$ cat config.mk
export PLATFORM = sky130hd
export DESIGN_NAME = light_dance
export DESIGN_NICKNAME = d
export VERILOG_FILES = /design/src/rtl/light_dance_pkg.sv /design/src/rtl/tick_div.sv /design/src/rtl/light_dance.sv
export SDC_FILE = /design/constraint.sdc
export NUM_CORES = 1
export LEC_CHECK = 0
export BUFFER_PORTS_ARGS = -buffer_cell sky130_fd_sc_hd__buf_2
export CORE_MARGIN = 1.5
export CORE_UTILIZATION = 54
export CTS_CLUSTER_DIAMETER = 150
export DETAILED_ROUTE_END_ITERATION = 8
export HOLD_SLACK_MARGIN = 0.02
export PLACE_DENSITY_LB_ADDON = 0.05
export SYNTH_ARGS = -nofsm -noshare
export SYNTH_HDL_FRONTEND = slang
export SYNTH_SLANG_ARGS = --single-unit
$ cat constraint.sdc
create_clock -name clk -period 2.4 [get_ports clk]
set_input_delay 0.6 -clock clk [delete_from_list [all_inputs] [get_ports clk]]
set_output_delay 0.6 -clock clk [all_outputs]
set_load 0.01 [all_outputs]
$ cat src/rtl/light_dance_pkg.sv
// Shared encodings and pattern-step logic for the light_dance LED sequencer.
// The top and the prescaler both import this package.
package light_dance_pkg;

  localparam int LED_W = 8;
  localparam int DIV_W = 4;

  typedef enum logic [1:0] {
    MODE_ROTL   = 2'b00,
    MODE_ROTR   = 2'b01,
    MODE_BOUNCE = 2'b10,
    MODE_FILL   = 2'b11
  } mode_e;

  // DIR_FWD means toward the MSB or filling; DIR_REV means toward the LSB or draining.
  typedef enum logic {
    DIR_FWD = 1'b0,
    DIR_REV = 1'b1
  } dir_e;

  localparam logic [LED_W-1:0] SEED_ONE   = 8'h01;
  localparam logic [LED_W-1:0] SEED_EMPTY = 8'h00;
  localparam logic [LED_W-1:0] LED_MSB    = 8'h80;
  localparam logic [LED_W-1:0] LED_FULL   = 8'hFF;

  typedef struct packed {
    logic [LED_W-1:0] leds;
    dir_e             dir;
  } pat_t;

  function automatic logic [LED_W-1:0] seed_for(mode_e m);
    return (m == MODE_FILL) ? SEED_EMPTY : SEED_ONE;
  endfunction

  function automatic pat_t next_pattern(mode_e m, logic [LED_W-1:0] leds, dir_e d);
    pat_t p;
    p.leds = leds;
    p.dir  = d;
    unique case (m)
      MODE_ROTL: p.leds = {leds[LED_W-2:0], leds[LED_W-1]};
      MODE_ROTR: p.leds = {leds[0], leds[LED_W-1:1]};
      MODE_BOUNCE: begin
        if (d == DIR_FWD) begin
          if (leds == LED_MSB) begin
            p.leds = 8'h40;
            p.dir  = DIR_REV;
          end else begin
            p.leds = {leds[LED_W-2:0], 1'b0};
          end
        end else begin
          if (leds == SEED_ONE) begin
            p.leds = 8'h02;
            p.dir  = DIR_FWD;
          end else begin
            p.leds = {1'b0, leds[LED_W-1:1]};
          end
        end
      end
      MODE_FILL: begin
        if (d == DIR_FWD) begin
          if (leds == LED_FULL) begin
            p.leds = 8'hFE;
            p.dir  = DIR_REV;
          end else begin
            p.leds = {leds[LED_W-2:0], 1'b1};
          end
        end else begin
          if (leds == SEED_EMPTY) begin
            p.leds = SEED_ONE;
            p.dir  = DIR_FWD;
          end else begin
            p.leds = {leds[LED_W-2:0], 1'b0};
          end
        end
      end
      default: p = '{leds: leds, dir: d};
    endcase
    return p;
  endfunction

endpackage

$ cat src/rtl/tick_div.sv
// Enable-gated step prescaler: tick fires once cnt has reached div, and cnt then restarts.
// A clear (mode change) also restarts the count without ticking.
module tick_div
  import light_dance_pkg::*;
(
  input  logic             clk,
  input  logic             arst,
  input  logic             en,
  input  logic             clr,
  input  logic [DIV_W-1:0] div,
  output logic             tick
);

  logic [DIV_W-1:0] cnt_q, cnt_d;

  // The >= compare lets a div lowered below cnt fire on the next enabled edge.
  assign tick = en & (cnt_q >= div);

  // NOTE: every combinational output is assigned a default first, so no latch is inferred.
  always_comb begin
    cnt_d = cnt_q;
    if (en) begin
      if (clr || tick) cnt_d = '0;
      else             cnt_d = cnt_q + 1'b1;
    end
  end

  // NOTE: sequential state uses non-blocking assignments only; blocking stays in always_comb.
  always_ff @(posedge clk or posedge arst) begin
    if (arst) cnt_q <= '0;
    else      cnt_q <= cnt_d;
  end

endmodule

$ cat src/rtl/light_dance.sv
// Eight-LED pattern sequencer: rotate, bounce and fill/drain patterns advanced by a prescaler.
// A mode change reseeds the pattern before stepping resumes.
module light_dance
  import light_dance_pkg::*;
(
  input  logic             clk,
  input  logic             arst,
  input  logic             en,
  input  logic [1:0]       mode,
  input  logic [DIV_W-1:0] div,
  output logic [LED_W-1:0] leds,
  output logic             dir,
  output logic             step
);

  mode_e            mode_q, mode_d;
  logic [LED_W-1:0] leds_q, leds_d;
  dir_e             dir_q,  dir_d;
  logic             step_q, step_d;

  logic  tick;
  logic  mode_chg;
  logic  step_evt;
  mode_e mode_in;
  pat_t  nxt;

  assign mode_in  = mode_e'(mode);
  assign mode_chg = (mode_in != mode_q);
  assign step_evt = tick & ~mode_chg;
  assign nxt      = next_pattern(mode_q, leds_q, dir_q);

  tick_div u_tick_div (
    .clk  (clk),
    .arst (arst),
    .en   (en),
    .clr  (mode_chg),
    .div  (div),
    .tick (tick)
  );

  // A mode change wins over a pending step so the new pattern always starts from its seed.
  always_comb begin
    mode_d = mode_q;
    leds_d = leds_q;
    dir_d  = dir_q;
    step_d = 1'b0;
    if (en) begin
      if (mode_chg) begin
        mode_d = mode_in;
        leds_d = seed_for(mode_in);
        dir_d  = DIR_FWD;
      end else if (step_evt) begin
        leds_d = nxt.leds;
        dir_d  = nxt.dir;
        step_d = 1'b1;
      end
    end
  end

  // NOTE: every flop here is a small control register, so all of them take the async reset.
  always_ff @(posedge clk or posedge arst) begin
    if (arst) begin
      mode_q <= MODE_ROTL;
      leds_q <= SEED_ONE;
      dir_q  <= DIR_FWD;
      step_q <= 1'b0;
    end else begin
      mode_q <= mode_d;
      leds_q <= leds_d;
      dir_q  <= dir_d;
      step_q <= step_d;
    end
  end

  assign leds = leds_q;
  assign dir  = dir_q;
  assign step = step_q;

endmodule
==> impl_metrics.py <==
metrics = {
    "synthesis": {
        "synth-edff-count": 0,
        "synthArstFlopShare_pct": 100,
        "syn-num-nets": 130,
        "synth_top_area_cell": "dfrtp_1",
        "synth_xor_area_share_pct": 1.63,
        "yosysUniqueCellTypes": 38,
        "synth-compound-area-share_pct": 29.4,
        "yosys_warnings": 0,
        "synthSimpleGateAreaFrac_pct": 14.2,
        "synth-seq-cells": 16,
        "synthAdderAreaFrac_pct": 5.81,
        "syn_avg_cell_area_sq_um": 9.28,
        "synth_top_family_by_area": "compound AO/OA/AOI/OAI gates",
        "ys_seq_area_share_pct": 37.3,
        "yosys-mux-area-fraction_pct": 5.70,
        "synth_commonest_cells": "15 x dfrtp_1, 12 x nand2_1, 11 x inv_1, 7 x o21ai_0",
        "synth_flop_cell": "dfrtp_1",
        "synthTopCellsByArea": "dfrtp_1 35%, ha_1 5.8%, o2bb2ai_1 4.9%",
        "synth_most_common_cell": "dfrtp_1",
        "netlist_instances": 116,
        "synth.top_cell.area_share_pct": 34.9,
        "syn_area_sq_mm": 0.00108,
    },
    "power": {
        "ir_drop_mv": 0.393,
        "power_density_mw_per_mm2": 530,
        "p_leak_nw": 0.584,
    },
    "clock_network": {
        "postCtsSetupBuffers": 0,
        "cts_sinks": 16,
        "ctsResizeCount": 0,
        "cts_tree": "done",
        "clkTransAtPathRegs_ns": 0.10,
        "clk_latency_ns": 0.30,
        "cts_buffers": 3,
        "cts_buffer_depth": 2,
        "ctsRootBufferMaster": "clkbuf_4",
        "h-tree-depth": 1,
        "postCtsHoldBufs": 0,
    },
    "run": {
        "maxCapViolCount": 0,
    },
    "cells_and_area": {
        "final_nets": 151,
        "drive_above_1_share_pct": 23.5,
        "fin_area_sq_mm": 0.00124,
        "utilization_pct": 68.7,
        "area_growth_pct": 15.0,
        "num_antenna_cells": 0,
    },
    "timing": {
        "post-route-min-period_ns": 2.08,
        "final.setup.tns_ns": 0,
        "slew_violations": 0,
        "setup_viol": 0,
        "setup_ws_ns": 0.315,
        "slew_headroom_pct": 57.7,
        "clock-skew-final_ns": 0.00412,
        "fmax_ghz": 0.480,
        "worstMarginPinSlew_ns": 0.634,
        "hold_ws_ns": 0.365,
        "hold_viol": 0,
        "rsz0062_at_grt": "no",
        "min_period_over_period_pct": 86.9,
    },
    "floorplan": {
        "initial_core_util_pct": 59.7,
        "die_h_microns": 47.6,
        "die_area_sq_mm": 0.00227,
        "num_rows": 15,
        "core_sq_mm": 0.00180,
        "pin_count": 19,
        "fp.dieW_microns": 47.6,
    },
    "place": {
        "pre_cts_ws_ns": 0.0804,
        "place_area_sq_mm": 0.00120,
        "hpwl_microns": 1810,
        "place.gp.congestion": 0.857,
        "portBuffers": 18,
    },
    "route": {
        "wl_microns": 2460,
        "firstDrtPassIters": 5,
        "drc": 0,
        "drt_iter0_markers": 27,
        "vias": 991,
        "drt-vias-per-instance": 6.16,
        "wl_per_cell_microns": 15.3,
        "postRouteAntennaNets": 0,
    },
    "grt": {
        "grt_pass1_vias": 896,
        "grt_max_degree": 17,
        "overflow": 0,
        "grt_usage_pct": 26.0,
        "antenna_found_initial": 0,
        "grt_pass1_wl_microns": 4020,
    },
    "setup_path": {
        "cp.required_ns": 2.59,
        "critPathKind": "reg2reg",
        "start_kind": "flip-flop",
        "ff2ff_path_depth": 9,
        "critPathMaxFanout": 4,
        "cp.arrival_ns": 2.28,
        "end_kind": "flip-flop",
    },
    "min_path": {
        "min_path_type": "in2async",
    },
    "status": {
        "status": "complete, no violations",
    },
}
-- layout by cell type, fill, tap and decap left out, drive strengths merged, types with 2 or more instances in the layout --
cell     count
nand2       12
a31oi        2
xnor2        2
a21o         2
clkbuf       4
a32o         2
nor2         6
o2111ai      4
nand4        2
o311ai       2
o2bb2ai      6
nand3        3
inv         12
nor3         2
buf         21
a2111oi      2
or4b         2
dfrtp       15
o21ai        8
ha           5
a21oi        4
mux2i        5
-- per-stage QoR --
step	power, mW	cells
6_report	0.656	161
5_1_grt	0.694	161
2_1_floorplan	0.428	116
3_5_place_dp	0.476	157
4_1_cts	0.661	161
3_3_place_gp	0.471	157
-- cells by family after synthesis --
logic type                 count (synthesis)
AOI/OAI and AO/OA                         40
and+or+nand+nor                           30
buffers and inverters                     17
DFF                                       16
muxes                                      6
adders and majority gates                  5
xor gates and xnor gates                   2
-- power by group --
| part | total [mW] | internal [mW] | switching, mW |
|---|---|---|---|
| registers | 0.316 | 0.286 | 0.0295 |
| clock network | 0.184 | 0.0927 | 0.0918 |
| logic | 0.156 | 0.0728 | 0.0831 |
| total | 0.656 | 0.452 | 0.204 |
-- layout make-up --
| type | count | area [sq um] |
|---|---|---|
| Tap cell | 25 | 31.3 |
| Fill cell | 168 | 564 |
| Timing Repair Buffer | 21 | 113 |
| Sequential cell | 16 | 402 |
| Multi-Input combinational cell | 83 | 611 |
| Inverter | 12 | 45.0 |
| Clock buffer | 4 | 36.3 |
-- state kept, by name, indices dropped and copies added (netlist names) --
name	count
mode_q	2
dir	1
u_tick_div.cnt_q	4
leds	8
step	1
-- path summary, 6_finish.rpt --
kind	startpoint	endpoint	slack [ns]
max in group asynchronous	arst	leds[7]$_DFFE_PP0P_	1.63
min in group clk	u_tick_div.cnt_q[2]$_DFFE_PP0P_	u_tick_div.cnt_q[2]$_DFFE_PP0P_	0.55
worst min-delay path	arst	leds[5]$_DFFE_PP0P_	0.36
worst max-delay path	u_tick_div.cnt_q[0]$_DFFE_PP0P_	leds[6]$_DFFE_PP0P_	0.32
worst max register to register	u_tick_div.cnt_q[0]$_DFFE_PP0P_	leds[6]$_DFFE_PP0P_	0.32
worst min register to register	u_tick_div.cnt_q[2]$_DFFE_PP0P_	u_tick_div.cnt_q[2]$_DFFE_PP0P_	0.55
-- layer usage --
| metal | part of all wire, % | vias up | track usage (%) |
|---|---|---|---|
| met2 | 46 | 25 | 39.2 |
| met4 | 2.4 | 0 | 13.0 |
| met1 | 48 | 476 | 36.2 |
| li1 | - | 483 | - |
| met3 | 4.0 | 7 | 4.53 |
| met5 | 0 | - | 0 |
-- worst max-delay path, stage by stage, from the launching register on --
cell       delay (ns)
dfrtp_1          0.41
inv_1            0.11
ha_1             0.24
nand2b_4         0.15
a2111oi_4        0.39
buf_4            0.19
nor2_1           0.04
nand3_1          0.13
inv_2            0.07
a32o_1           0.24
No activity file was read; power rests on OpenSTA's default activity.
